## config.mk

```make
export PLATFORM = sky130hd
export DESIGN_NAME = controlador_iluminacao
export DESIGN_NICKNAME = d
export VERILOG_FILES = /design/src/rtl/controlador_iluminacao.sv
export SDC_FILE = /design/constraint.sdc
export NUM_CORES = 1
export LEC_CHECK = 0
export CORE_MARGIN = 3
export CORE_UTILIZATION = 55
export CTS_BUF_LIST = sky130_fd_sc_hd__clkbuf_8
export CTS_CLUSTER_SIZE = 14
export DETAILED_ROUTE_END_ITERATION = 6
export PLACE_DENSITY = 0.77
export SLEW_MARGIN = 30
export SYNTH_ARGS = -nofsm -noshare
export SYNTH_HDL_FRONTEND = slang
export SYNTH_SLANG_ARGS = --single-unit
```

## constraint.sdc

```tcl
create_clock -name clk -period 7 [get_ports clk]
set_input_delay 1.4 -clock clk [delete_from_list [all_inputs] [get_ports clk]]
set_output_delay 1.4 -clock clk [all_outputs]
set_load 0.005 [all_outputs]
```

## src/rtl/controlador_iluminacao.sv

```systemverilog
// Smart lighting controller: button debounce and press classification,
// MANUAL/AUTO mode selection, auto-shutdown timer sequencing, and a
// soft-start/soft-stop brightness ramp driving a PWM lamp output.
module controlador_iluminacao #(
  parameter int DEBOUNCE_T   = 50,
  parameter int LONG_PRESS_T = 3000,
  parameter int RAMP_STEP_T  = 100,
  parameter int PWM_BITS     = 8
) (
  input  logic                clk,
  input  logic                rst,
  input  logic                push_button,
  input  logic                infravermelho,
  input  logic                ldr_escuro,
  input  logic                timer_expira,
  output logic                timer_clr,
  output logic                lampada,
  output logic [PWM_BITS-1:0] brilho,
  output logic                modo_auto,
  output logic                lamp_ativa
);

  localparam logic [1:0] DESLIGADA = 2'd0;
  localparam logic [1:0] SUBINDO   = 2'd1;
  localparam logic [1:0] LIGADA    = 2'd2;
  localparam logic [1:0] DESCENDO  = 2'd3;

  localparam int DBW = $clog2(DEBOUNCE_T + 1);
  localparam int HW  = $clog2(LONG_PRESS_T + 1);
  localparam int SW  = $clog2(RAMP_STEP_T + 1);

  localparam logic [DBW-1:0]      DB_LAST   = DBW'(DEBOUNCE_T - 1);
  localparam logic [HW-1:0]       HOLD_MAX  = HW'(LONG_PRESS_T);
  localparam logic [HW-1:0]       HOLD_LAST = HW'(LONG_PRESS_T - 1);
  localparam logic [SW-1:0]       STEP_LAST = SW'(RAMP_STEP_T - 1);
  localparam logic [PWM_BITS-1:0] BR_MAX    = '1;

  logic                btn_s1, btn_s2;
  logic                ir_s1, ir_s2;
  logic                ldr_s1, ldr_s2;
  logic [DBW-1:0]      db_cnt;
  logic                btn_db;
  logic [HW-1:0]       hold_cnt;
  logic                long_evt;
  logic                short_evt;
  logic [1:0]          state;
  logic [1:0]          state_nxt;
  logic [SW-1:0]       step_cnt;
  logic [PWM_BITS-1:0] pwm_cnt;
  logic                lamp_on;
  logic                presenca;
  logic                on_req;
  logic                off_req;

  // Two-stage synchronizers for the asynchronous inputs
  always_ff @(posedge clk or posedge rst) begin
    if (rst) begin
      btn_s1 <= 1'b0;
      btn_s2 <= 1'b0;
      ir_s1  <= 1'b0;
      ir_s2  <= 1'b0;
      ldr_s1 <= 1'b0;
      ldr_s2 <= 1'b0;
    end else begin
      btn_s1 <= push_button;
      btn_s2 <= btn_s1;
      ir_s1  <= infravermelho;
      ir_s2  <= ir_s1;
      ldr_s1 <= ldr_escuro;
      ldr_s2 <= ldr_s1;
    end
  end

  // Debounce: accept a new level only after DEBOUNCE_T consecutive cycles
  always_ff @(posedge clk or posedge rst) begin
    if (rst) begin
      db_cnt <= '0;
      btn_db <= 1'b0;
    end else if (btn_s2 == btn_db) begin
      db_cnt <= '0;
    end else if (db_cnt == DB_LAST) begin
      btn_db <= btn_s2;
      db_cnt <= '0;
    end else begin
      db_cnt <= db_cnt + 1'b1;
    end
  end

  // Press classification: long_evt once when the hold reaches LONG_PRESS_T,
  // short_evt on release of a shorter press
  always_ff @(posedge clk or posedge rst) begin
    if (rst) begin
      hold_cnt  <= '0;
      long_evt  <= 1'b0;
      short_evt <= 1'b0;
    end else begin
      long_evt  <= 1'b0;
      short_evt <= 1'b0;
      if (btn_db) begin
        if (hold_cnt != HOLD_MAX) hold_cnt <= hold_cnt + 1'b1;
        if (hold_cnt == HOLD_LAST) long_evt <= 1'b1;
      end else begin
        if (hold_cnt != '0 && hold_cnt != HOLD_MAX) short_evt <= 1'b1;
        hold_cnt <= '0;
      end
    end
  end

  // Mode toggle on every long press
  always_ff @(posedge clk or posedge rst) begin
    if (rst) modo_auto <= 1'b0;
    else if (long_evt) modo_auto <= ~modo_auto;
  end

  // Request decode; a short press and a timer expiry together form one off request
  always_comb begin
    lamp_on  = (state == SUBINDO) || (state == LIGADA);
    presenca = modo_auto & ir_s2 & ldr_s2;
    on_req   = ~lamp_on & (short_evt | presenca);
    off_req  = lamp_on & (short_evt | (modo_auto & timer_expira));
  end

  // Lamp FSM next-state logic
  always_comb begin
    state_nxt = state;
    case (state)
      DESLIGADA: if (on_req) state_nxt = SUBINDO;
      SUBINDO: begin
        if (off_req) state_nxt = DESCENDO;
        else if (brilho == BR_MAX) state_nxt = LIGADA;
      end
      LIGADA: if (off_req) state_nxt = DESCENDO;
      DESCENDO: begin
        if (on_req) state_nxt = SUBINDO;
        else if (brilho == '0) state_nxt = DESLIGADA;
      end
      default: state_nxt = DESLIGADA;
    endcase
  end

  // Lamp FSM state register
  always_ff @(posedge clk or posedge rst) begin
    if (rst) state <= DESLIGADA;
    else state <= state_nxt;
  end

  // Brightness ramp: one step every RAMP_STEP_T cycles, saturating at both ends;
  // a reversal restarts the step timer but keeps the current brightness
  always_ff @(posedge clk or posedge rst) begin
    if (rst) begin
      step_cnt <= '0;
      brilho   <= '0;
    end else if (state_nxt != state) begin
      step_cnt <= '0;
    end else if (state == SUBINDO || state == DESCENDO) begin
      if (step_cnt == STEP_LAST) begin
        step_cnt <= '0;
        if (state == SUBINDO && brilho != BR_MAX) brilho <= brilho + 1'b1;
        else if (state == DESCENDO && brilho != '0) brilho <= brilho - 1'b1;
      end else begin
        step_cnt <= step_cnt + 1'b1;
      end
    end else begin
      step_cnt <= '0;
    end
  end

  // Free-running PWM with registered output; full brightness is held solid on
  always_ff @(posedge clk or posedge rst) begin
    if (rst) begin
      pwm_cnt <= '0;
      lampada <= 1'b0;
    end else begin
      pwm_cnt <= pwm_cnt + 1'b1;
      lampada <= (brilho == BR_MAX) || (pwm_cnt < brilho);
    end
  end

  assign lamp_ativa = lamp_on;
  assign timer_clr  = ~(modo_auto & lamp_on);

endmodule

```

==> impl_results.rst, run 1 <==
.. list-table::
   :header-rows: 1

   * - Metric
     - Value
   * - Gp weighted congestion
     - 0.874
   * - Finish-stage setup viols
     - 0
   * - Most used flip-flop cell after synthesis
     - dfrtp_1
   * - Critical Path End Type
     - primary output
   * - Worst Max-Slew Pin Slew
     - 892 ps
   * - Vias
     - 2,085
   * - Slowest-stage cell, CP
     - dfrtp_1
   * - Crit start category
     - flop
   * - Post-CTS Resized
     - 0
   * - Setup repair after global routing missed its margin
     - no
   * - Flip-flop and latch count after synthesis
     - 54
   * - Met1 Track Usage GR
     - 25.4%
   * - Placement Setup Slack
     - 3660 ps
   * - Antenna violations before repair
     - 0
   * - Number of levels the H-tree was split into
     - 2
   * - Routed vias/inst
     - 5.44
   * - Path type of the worst min-delay path
     - flop to flop
   * - Final count of hold timing violations
     - 0
   * - Relative slew margins
     - 40.1%
   * - Total CTS buffers
     - 5
   * - Type of the setup path with the least slack
     - flop to primary output
   * - Highest cell delay on the worst timing path
     - 520 ps
   * - Combined area of all synthesized cells
     - 2960 µm²
   * - Outcome
     - completed
   * - Root buf cell
     - clkbuf_8
   * - Static Leakage
     - 1.50 nW
   * - Setup ws final
     - 3760 ps
   * - Syn avg cell area
     - 10.1 µm²
   * - Final routed wire length divided by cell count
     - 13.7 µm
   * - GR Util All Layers
     - 18.5%
   * - Layout Nets
     - 343
   * - Total setup buffers inserted after CTS
     - 0
   * - Hpwl dp
     - 3.95 mm
   * - Area growth from synthesis to layout
     - 10.7%
   * - Worst vdd ir
     - 0.124 mV
   * - Overall power of the completed layout
     - 498 µW
   * - Ratio of total power to cell area
     - 152 nW/µm²
   * - Drc violations
     - 0
   * - Core outline area
     - 5170 µm²
   * - Count of final max-slew check failures
     - 0
   * - Total global routing overflow
     - 0
   * - Final core utilization
     - 63.4%
   * - Layout fillers
     - 399
   * - Number of warning messages in the yosys log
     - 0
   * - TritonCTS clock tree
     - done
   * - Later-pin clock latency in the skew report
     - 300 ps
   * - Port Buf Inserts
     - 17
   * - CP top delay family
     - buffers and inverters
   * - Largest net degree at the start of global routing
     - 55
   * - Tcrit/Tclk final
     - 46.2%
   * - Initial core utilization
     - 57.3%
   * - Net count of the mapped netlist
     - 323
   * - Final setup TNS
     - 0 ps
   * - Antenna-violating nets left
     - 0
   * - Count of distinct cell types in the synthesized netlist
     - 48
   * - Crit path time final
     - 3240 ps
   * - Post-synth EDFFs
     - 0
   * - Worst Clk Skew
     - 10.1 ps
   * - CTS clock-pin slew for the worst setup and hold paths
     - 90 ps
   * - Routed Wire Length
     - 5.23 mm
   * - I/O pin cnt
     - 18
   * - GRT Max-Usage Layer
     - met2
   * - Critical path peak fanout
     - 7
   * - Core Rows
     - 26
   * - Multi-input gate area
     - 1520 µm²
   * - Clock net sink count
     - 54
   * - Horizontal die dimension
     - 79.4 µm
   * - Achievable clock frequency
     - 309 MHz
   * - Buffers and inverters on the worst path
     - 2
   * - Die height
     - 79.4 µm
   * - Share of layout cells above drive strength 1
     - 5.43%
   * - DR iter-0 viols
     - 158
   * - Data required time of the worst path
     - 5600 ps
   * - Hold_buf cts
     - 0
   * - Number of iterations in the first detailed-routing pass
     - 4
   * - Number of buffers between clock root and the deepest sink
     - 2
   * - Global-route wire length before repair
     - 9.29 mm
   * - Global-route track usage on met3
     - 3.50%
   * - Area enclosed by the die boundary
     - 6300 µm²
   * - Vias in the first global route
     - 2,084
   * - Critical Path, Cell by Cell
     - inv_1, ha_1, nand2_1, clkdlybuf4s50_1
   * - Post-synthesis sequential area ratio
     - 45.6%
   * - Maximum capacitance violations
     - 0
   * - Antenna diode instance count
     - 0
   * - Arrival time worst endpoint
     - 1840 ps
   * - Sequential standard cell area
     - 1350 µm²
   * - Mapped Cells
     - 293
   * - GR met2 Demand/Resource
     - 30.1%
   * - Fraction of registers with async set/reset
     - 100%
## layer usage
layer	vias up	part of all wire [%]	wire (µm)
li1	1051	-	-
met1	987	48	2520
met2	43	48	2490
met3	4	3.4	177
met4	0	0.82	43
met5	-	0	0
## flip-flops by register name, summed over array words and instances (netlist names), 2 cells and up
signal,flops
pwm_cnt,8
brilho,8
hold_cnt,12
state,2
db_cnt,6
step_cnt,7
## synth_stat cells (3+ instances only)
| cell | number | area share (%) |
|---|---|---|
| nor2_1 | 29 | 3.7 |
| nor3_1 | 4 | 0.68 |
| xor2_1 | 12 | 3.5 |
| and3_1 | 4 | 0.84 |
| and2_1 | 11 | 2.3 |
| or3_1 | 4 | 0.84 |
| clkbuf_1 | 3 | 0.38 |
| o21ai_1 | 5 | 0.84 |
| mux2i_1 | 5 | 1.7 |
| o21ai_0 | 9 | 1.5 |
| inv_1 | 19 | 2.4 |
| a21o_1 | 4 | 1.0 |
| nand4_1 | 5 | 1.1 |
| ha_1 | 23 | 9.7 |
| xnor2_1 | 20 | 5.9 |
| nand3_1 | 23 | 3.9 |
| nor2b_1 | 3 | 0.63 |
| nand2_1 | 11 | 1.4 |
| a21oi_1 | 10 | 1.7 |
| dfrtp_1 | 54 | 46 |
## final timing paths
kind	start	to	slack (ps)	cells past startpoint
setup / recovery	state[1]	timer_clr	3760	4
hold / removal	btn_s1	btn_s2	360	0
setup reg to reg	brilho[0]	brilho[7]	3810	9
hold reg to reg	btn_s1	btn_s2	360	0
max in group asynchronous	rst	pwm_cnt[6]	5030	2
min in group asynchronous	rst	db_cnt[1]	1540	2
## cell type report
cell class                      count  area share (%)
Multi-Input combinational cell    216            46.3
Sequential cell                    54            41.2
Timing Repair Buffer               17            5.19
Tap cell                           70            2.67
Inverter                           19            2.25
Clock buffer                        5            2.10
Clock inverter                      2           0.343
## layout by cell type, fill, tap and decap left out, types with 2 or more instances in the layout
| cell | synthesis | layout |
|---|---|---|
| ha_1 | 23 | 23 |
| mux2i_1 | 5 | 5 |
| or2_2 | 2 | 2 |
| o21bai_1 | 2 | 2 |
| o21a_1 | 2 | 2 |
| nor4_1 | 2 | 2 |
| o22a_1 | 2 | 2 |
| inv_1 | 19 | 19 |
| or3_1 | 4 | 4 |
| o21ai_0 | 9 | 9 |
| and3_1 | 4 | 4 |
| nand3_1 | 23 | 23 |
| clkbuf_8 | 0 | 5 |
| a21o_1 | 4 | 4 |
| xor2_1 | 12 | 12 |
| a21oi_1 | 10 | 10 |
| nand4_1 | 5 | 5 |
| clkdlybuf4s50_1 | 0 | 17 |
| nor3_1 | 4 | 4 |
| nand2_1 | 11 | 11 |
| and2_1 | 11 | 11 |
| xnor2_1 | 20 | 20 |
| o21ai_1 | 5 | 5 |
| a21boi_0 | 2 | 2 |
| nor2b_1 | 3 | 3 |
| nor2_1 | 29 | 29 |
| dfrtp_1 | 54 | 54 |
| o22ai_1 | 2 | 2 |
## kinds of logic (layout without fill, tap and decap cells)
group | after synthesis | in the layout | synth area share (%)
and+or+nand+nor | 107 | 107 | 18.7
DFF | 54 | 54 | 45.6
adders and majority gates | 24 | 24 | 10.4
xor gates and xnor gates | 32 | 32 | 9.46
muxes | 6 | 6 | 2.07
buffers and inverters | 23 | 43 | 3.17
AOI/OAI and AO/OA | 47 | 47 | 10.6
## through the flow
step	hold WS [ps]	instances	cell area [µm²]
finish	361	383	3280
global route	375	383	3280
CTS	364	383	3280
detailed placement	347	376	3200
global placement	334	376	3200
floorplan	331	293	2960
## where the power goes
part / switching (mW) / internal [mW] / total (mW)
Sequential: 0.00389 / 0.317 / 0.321
Combinational: 0.00922 / 0.00588 / 0.0151
Clock: 0.0945 / 0.0674 / 0.162
No activity file was read; power rests on OpenSTA's default activity.
==> inputs of run 2 (changes only) <==
==> constraint.sdc (replaced) <==
create_clock -name clk -period 3.2 [get_ports clk]
set_input_delay 0.64 -clock clk [delete_from_list [all_inputs] [get_ports clk]]
set_output_delay 0.64 -clock clk [all_outputs]
set_load 0.005 [all_outputs]
==> run 2 against run 1 <==
Routed wire length rose by 3.3%. Non-clock buffer count rose by 3. Utilization rose by 0.60 points. Final cell count rose by 1.0%. Global-route usage rose by 1.1 points. Clock power rose by 140%. Critical endpoint is now brilho[7]. Via count rose by 2.3%. Hold slack improved by 1.8 ps.
==> impl_results.rst, run 2 (same netlist as run 1, synthesis figures left out) <==
.. list-table::
   :header-rows: 1

   * - Metric
     - Value
   * - CP top delay family
     - compound AO/OA/AOI/OAI gates
   * - Largest net degree at the start of global routing
     - 22 (-60%)
   * - Share of power burned in registers
     - 62.5% (-1.9 points)
   * - Buffers and inverters on the worst path
     - 0 (-2)
   * - Number of iterations in the first detailed-routing pass
     - 4 (unchanged)
   * - Die height
     - 79.4 µm (unchanged)
   * - Post-CTS Resized
     - 0 (unchanged)
   * - Hpwl dp
     - 4.10 mm (+3.7%)
   * - Port Buf Inserts
     - 17 (unchanged)
   * - Share of layout cells above drive strength 1
     - 6.62% (+1.2 points)
   * - Worst Max-Slew Pin Slew
     - 426 ps (-466 ps)
   * - Area growth from synthesis to layout
     - 11.8%
   * - Core Rows
     - 26 (unchanged)
   * - Tcrit/Tclk final
     - 84.8%
   * - Relative slew margins
     - 71.6% (+31 points)
   * - Final setup TNS
     - 0 ps (unchanged)
   * - Horizontal die dimension
     - 79.4 µm (unchanged)
   * - Core outline area
     - 5170 µm² (unchanged)
   * - Vias
     - 2,133 (+2.3%)
   * - CTS clock-pin slew for the worst setup and hold paths
     - 90 ps (about the same)
   * - Final count of hold timing violations
     - 0 (unchanged)
   * - Number of buffers between clock root and the deepest sink
     - 2 (unchanged)
   * - Switching share of total power
     - 21.5% (-0.089 points)
   * - WHS
     - 363 ps (+1.84 ps)
   * - Layout fillers
     - 424 (+6.3%)
   * - Outcome
     - completed
   * - GR Util All Layers
     - 19.6% (+1.1 points)
   * - Ratio of total power to cell area
     - 338 nW/µm² (+120%)
   * - DR iter-0 viols
     - 84 (-47%)
   * - Number of instances in the placed design
     - 379 (+0.80%)
   * - Sequential standard cell area
     - 1350 µm² (unchanged)
   * - Gp weighted congestion
     - 0.892 (+2.1%)
   * - Total CTS buffers
     - 5 (unchanged)
   * - Psw
     - 241 µW (+120%)
   * - Data required time of the worst path
     - 3390 ps (-2210 ps)
   * - Relative contribution of combinational cells to total power
     - 3.1% (about the same)
   * - Global-route wire length before repair
     - 9.70 mm (+4.5%)
   * - Most flops, register
     - hold_cnt
   * - Number of levels the H-tree was split into
     - 2 (unchanged)
   * - Critical Path, Cell by Cell
     - nand4_1, o21ai_1, ha_1, a21o_1, a211oi_1, nor2_1, o41ai_2, mux2i_1, o211ai_1
   * - I/O pin cnt
     - 18 (unchanged)
   * - Max FFs per register
     - 12 (unchanged)
   * - Number of standard cells in the final layout excluding fillers
     - 387 (+1.0%)
   * - Worst vdd ir
     - 0.196 mV (+59%)
   * - Path type of the worst min-delay path
     - flop to flop
   * - Achievable clock frequency
     - 369 MHz
   * - TritonCTS clock tree
     - done
   * - Vias in the first global route
     - 2,127 (+2.1%)
   * - Root buf cell
     - clkbuf_8
   * - Clock net sink count
     - 54 (unchanged)
   * - Routed vias/inst
     - 5.51 (+1.2%)
   * - Type of the setup path with the least slack
     - flop to flop
   * - Design internal power
     - 879 µW (+130%)
   * - Crit start category
     - flop
   * - Total global routing overflow
     - 0 (unchanged)
   * - Highest cell delay on the worst timing path
     - 510 ps (about the same)
   * - Most frequent cells in the layout
     - dfrtp_1 (54), nor2_1 (29), nand3_1 (23), ha_1 (23), xnor2_1 (20)
   * - Antenna diode instance count
     - 0 (unchanged)
   * - Critical Path End Type
     - flop
   * - Finish-stage setup viols
     - 0 (unchanged)
   * - Hold_buf cts
     - 0 (unchanged)
   * - Routed Wire Length
     - 5.40 mm (+3.3%)
   * - Count of final max-slew check failures
     - 0 (unchanged)
   * - Antenna-violating nets left
     - 0 (unchanged)
   * - Arrival time worst endpoint
     - 2900 ps (+1060 ps)
   * - Slowest-stage cell, CP
     - dfrtp_1
   * - Maximum capacitance violations
     - 0 (unchanged)
   * - Later-pin clock latency in the skew report
     - 300 ps (about the same)
   * - Antenna violations before repair
     - 0 (unchanged)
   * - Total setup buffers inserted after CTS
     - 0 (unchanged)
   * - Drc violations
     - 0 (unchanged)
   * - Layout Nets
     - 346 (+0.87%)
   * - Setup repair after global routing missed its margin
     - no
   * - Static Leakage
     - 1.53 nW (+1.6%)
   * - Worst Clk Skew
     - 4.67 ps (-5.43 ps)
   * - Regs by FF count
     - hold_cnt: 12 flops, brilho: 8 flops, pwm_cnt: 8 flops
   * - Fraction of power consumed by the clock network
     - 34.4% (+1.9 points)
   * - Initial core utilization
     - 57.3% (unchanged)
   * - Crit path time final
     - 2710 ps
   * - Critical path peak fanout
     - 7 (unchanged)
   * - Final routed wire length divided by cell count
     - 14.0 µm (+2.2%)
   * - Multi-input gate area
     - 1520 µm² (unchanged)
   * - Area enclosed by the die boundary
     - 6300 µm² (unchanged)
   * - Overall power of the completed layout
     - 1.12 mW (+130%)
   * - Most frequent standard cell in the layout excluding fill and tap cells
     - dfrtp_1
[run 2: cell types whose count changed in the layout (fill, tap and decap cells not counted), sizes merged]
| cell | change |
|---|---|
| buf | +3 |
| clkbuf | +1 |
| clkinv | +1 |
| clkinvlp | -1 |
[run 2: layer usage]
layer	vias up	share of wire [%]	track usage (%)
met5	-	0	0
met4	0	1.4	7.22
met3	7	3.3	4.06
met2	38	49	32.1
met1	1030	46	25.7
li1	1058	-	-
[run 2: power by group through the flow]
stage	sequential, mW	clock [mW]	combinational [mW]
after floorplan	0.713	0	0.0217
after global placement	0.714	0	0.0349
after detailed placement	0.715	0	0.0360
after CTS	0.701	0.399	0.0363
after global routing	0.703	0.426	0.0408
final	0.701	0.385	0.0345
[run 2: worst reg2reg max path, cell delays in order (launching register included)]
cell and delay (ps):
dfrtp_1 510, nand4_1 230, o21ai_1 360, ha_1 300, a21o_1 170, a211oi_1 240, nor2_1 100, o41ai_2 340
mux2i_1 240, o211ai_1 100
[run 2: worst paths after layout]
kind                            cells after the start        end  slack (ps)  startpoint
worst max-delay path                                9  brilho[7]         490   brilho[0]
worst min-delay path                                0     btn_s2         360      btn_s1
worst max register to register                      9  brilho[7]         490   brilho[0]
worst min register to register                      0     btn_s2         360      btn_s1
max in group asynchronous                           3   state[1]        1990         rst
min in group asynchronous                           2  brilho[4]         620         rst
[run 2: per-stage QoR]
step	setup slack (ps)	util (%)	instance area, µm²
4_1_cts	503	64.0	3310
6_report	487	64.0	3310
3_3_place_gp	594	62.3	3220
3_5_place_dp	515	62.3	3220
5_1_grt	310	64.0	3310
2_1_floorplan	506	-	2960
[run 2: area by class of cell]
type	count	share of cell area, %
multi-input cells	216	45.8
flip-flops and latches	54	40.8
repair buffers	20	5.82
well taps	70	2.64
clock buffers	6	2.49
inverters	19	2.15
clock inverters	2	0.264
==> inputs of run 3 (changes only) <==
--- a/config.mk
+++ b/config.mk
@@ -10,7 +10,7 @@
 export CTS_BUF_LIST = sky130_fd_sc_hd__clkbuf_8
 export CTS_CLUSTER_SIZE = 14
 export DETAILED_ROUTE_END_ITERATION = 6
-export PLACE_DENSITY = 0.77
+export PLACE_DENSITY = 0.8
 export SLEW_MARGIN = 30
 export SYNTH_ARGS = -nofsm -noshare
 export SYNTH_HDL_FRONTEND = slang
==> constraint.sdc (replaced) <==
create_clock -name clk -period 2.3 [get_ports clk]
set_input_delay 0.46 -clock clk [delete_from_list [all_inputs] [get_ports clk]]
set_output_delay 0.46 -clock clk [all_outputs]
set_load 0.005 [all_outputs]
==> run 3 against run 2 <==
The run now ends with setup timing left. Register-to-register slack worse by 500 ps. Die area unchanged. Clock skew increased by 9.6 ps. Non-clock buffer count is 22 higher. Hold slack better by 10 ps. Combinational power is 41% higher. Sequential cell count did not move. Final cell count increased by 5.7%. Count of clock-buffer cells in the layout shrank 1. Largest power group unchanged. Utilization grew 5.3 points. Clock power up 31%. Largest cell class unchanged.
==> impl_results.rst, run 3 (same netlist as run 1, synthesis figures left out) <==
.. list-table::
   :header-rows: 1

   * - Metric
     - Value
   * - Total CTS buffers
     - 5 (unchanged)
   * - Routed vias/inst
     - 5.52 (+0.21%)
   * - Ratio of total power to cell area
     - 426 nW/µm² (+26%)
   * - Most flops, register
     - hold_cnt
   * - Core outline area
     - 5170 µm² (unchanged)
   * - Initial core utilization
     - 57.3% (unchanged)
   * - Area of all placed cells without fillers
     - 3580 µm² (+8.2%)
   * - Regs by FF count
     - hold_cnt: 12 flops, brilho: 8 flops, pwm_cnt: 8 flops
   * - Core Rows
     - 26 (unchanged)
   * - Crit path time final
     - 2310 ps (-398 ps)
   * - Worst Clk Skew
     - 14.3 ps (+9.65 ps)
   * - WHS
     - 373 ps (+10.1 ps)
   * - Count of final max-slew check failures
     - 0 (unchanged)
   * - Critical Path End Type
     - flop
   * - Area enclosed by the die boundary
     - 6300 µm² (unchanged)
   * - Count of cells along the worst hold path
     - 0 (unchanged)
   * - Vias in the first global route
     - 2,169 (+2.0%)
   * - Endpoint of the worst hold-timing path
     - btn_s2
   * - Vias
     - 2,259 (+5.9%)
   * - Antenna diode instance count
     - 0 (unchanged)
   * - Global-route wire length before repair
     - 9.89 mm (+1.9%)
   * - Number of levels the H-tree was split into
     - 2 (unchanged)
   * - Achievable clock frequency
     - 432 MHz (+17%)
   * - Horizontal die dimension
     - 79.4 µm (unchanged)
   * - Root buf cell
     - clkbuf_8
   * - Switching share of total power
     - 22.0% (+0.45 points)
   * - Placement Cell Area
     - 3380 µm² (+5.1%)
   * - Area growth from synthesis to layout
     - 21.0%
   * - Worst vdd ir
     - 0.480 mV (+150%)
   * - Startpoint of the lowest-slack hold path
     - btn_s1
   * - Violations in the final reports
     - setup timing
   * - Tcrit/Tclk final
     - 101% (+16 points)
   * - Hpwl dp
     - 4.26 mm (+4.0%)
   * - Max FFs per register
     - 12 (unchanged)
   * - Psw
     - 336 µW (+39%)
   * - Number of instances in the placed design
     - 397 (+4.7%)
   * - Worst reg2reg path depth
     - 9 (unchanged)
   * - Gp weighted congestion
     - 0.858 (-3.8%)
   * - Share of power burned in registers
     - 63.9% (+1.4 points)
   * - Slack of the worst reg-to-reg path
     - -10 ps (-500 ps)
   * - Final count of hold timing violations
     - 0 (unchanged)
   * - Die height
     - 79.4 µm (unchanged)
   * - Sequential standard cell area
     - 1350 µm² (about the same)
   * - CTS clock-pin slew for the worst setup and hold paths
     - 100 ps (about the same)
   * - Clock net sink count
     - 54 (unchanged)
   * - Number of standard cells in the final layout excluding fillers
     - 409 (+5.7%)
   * - Path type of the worst min-delay path
     - flop to flop
   * - Setup repair after global routing missed its margin
     - yes
   * - Arrival time worst endpoint
     - 2500 ps (-400 ps)
   * - Multi-input gate area
     - 1610 µm² (+6.3%)
   * - Static Leakage
     - 1.65 nW (+8.0%)
   * - Layout fillers
     - 386 (-9.0%)
   * - Type of the setup path with the least slack
     - flop to flop
   * - Relative slew margins
     - 71.9% (+0.35 points)
   * - Drc violations
     - 0 (unchanged)
   * - Routed Wire Length
     - 5.92 mm (+9.6%)
   * - Share of layout cells above drive strength 1
     - 16.5% (+9.9 points)
   * - Final routed wire length divided by cell count
     - 14.5 µm (+3.7%)
   * - Outcome
     - finished, violations left
   * - Layout Nets
     - 368 (+6.4%)
   * - Number of iterations in the first detailed-routing pass
     - 4 (unchanged)
   * - Final core utilization
     - 69.3% (+5.3 points)
   * - Maximum capacitance violations
     - 0 (unchanged)
   * - DR iter-0 viols
     - 150 (+79%)
   * - Number of buffers between clock root and the deepest sink
     - 2 (unchanged)
   * - Launch point of the worst reg-to-reg path
     - brilho[0]
   * - Most frequent standard cell in the layout excluding fill and tap cells
     - dfrtp_1
   * - TritonCTS clock tree
     - done
   * - Overall power of the completed layout
     - 1.53 mW (+36%)
   * - Crit start category
     - flop
   * - Worst Max-Slew Pin Slew
     - 421 ps (-5.26 ps)
   * - Most frequent cells in the layout
     - dfrtp_1 (53), nor2_1 (28), nand3_1 (23), buf_4 (23), xnor2_1 (20)
   * - Setup ws final
     - -14.4 ps (-502 ps)
   * - Antenna-violating nets left
     - 0 (unchanged)
   * - I/O pin cnt
     - 18 (unchanged)
   * - Reg2reg end
     - brilho[7]
   * - Relative contribution of combinational cells to total power
     - 3.2% (about the same)
   * - Finish-stage setup viols
     - 1 (+1)
   * - Largest net degree at the start of global routing
     - 37 (+68%)
   * - Data required time of the worst path
     - 2480 ps (-910 ps)
   * - GR Util All Layers
     - 20.1% (+0.56 points)
   * - Antenna violations before repair
     - 0 (unchanged)
   * - Critical path peak fanout
     - 3 (-4)
   * - Fraction of power consumed by the clock network
     - 33.0% (-1.4 points)
   * - Final setup TNS
     - -14.4 ps (-14.4 ps)
   * - Design internal power
     - 1.19 mW (+36%)
   * - Total global routing overflow
     - 0 (unchanged)
   * - Placement Setup Slack
     - 8.19 ps (-506 ps)
   * - Port Buf Inserts
     - 17 (unchanged)
   * - Later-pin clock latency in the skew report
     - 310 ps (about the same)
run 3: layout make-up:
cell class | count | share of cell area [%]
Tap cell | 70 | 2.44
Inverter | 19 | 1.99
Timing Repair Buffer | 42 | 10.5
Clock buffer | 5 | 1.92
Sequential cell | 54 | 37.7
Multi-Input combinational cell | 216 | 45.0
Clock inverter | 3 | 0.419
run 3: worst max path at each step:
stage | start | cells after the start | to | slack [ps]
finish | brilho[0] | 9 | brilho[7] | -10
global route | brilho[3] | 9 | brilho[7] | -160
CTS | state[1] | 10 | brilho[7] | 7
detailed placement | state[1] | 10 | brilho[7] | 8
global placement | state[1] | 10 | brilho[7] | 40
floorplan | brilho[1] | 9 | brilho[7] | -110
run 3: metal layers:
| metal | track usage (%) | wire length (µm) | up-vias |
|---|---|---|---|
| met5 | 0 | 0 | - |
| met4 | 7.73 | 109 | 0 |
| met3 | 3.61 | 165 | 9 |
| met2 | 31.7 | 2860 | 34 |
| met1 | 27.8 | 2780 | 1112 |
| li1 | - | - | 1104 |
run 3: power groups by stage:
stage / Sequential [mW] / Combinational [mW] / Clock, mW
6_report: 0.976 / 0.0486 / 0.504
5_1_grt: 0.978 / 0.0560 / 0.555
3_5_place_dp: 0.995 / 0.0507 / 0
2_1_floorplan: 0.992 / 0.0301 / 0
3_3_place_gp: 0.994 / 0.0487 / 0
4_1_cts: 0.976 / 0.0504 / 0.518
run 3: repair_timing:
action | 4_1_cts | 5_1_grt
hold buffers | 0 | 0
buffers inserted | 0 | 4
endpoints found under the setup margin | 1 | 11
cloned | 0 | 0
resized for setup | 1 | 15
pin swaps | 0 | 6
run 3: critical path, stage by stage (launching register included):
cell and delay (ps):
dfrtp_2 370, nand4_1 190, o21ai_4 250, ha_4 220, a21o_1 170, a211oi_2 210
nor2_2 90, o41ai_4 340, mux2i_1 230, o211ai_1 110
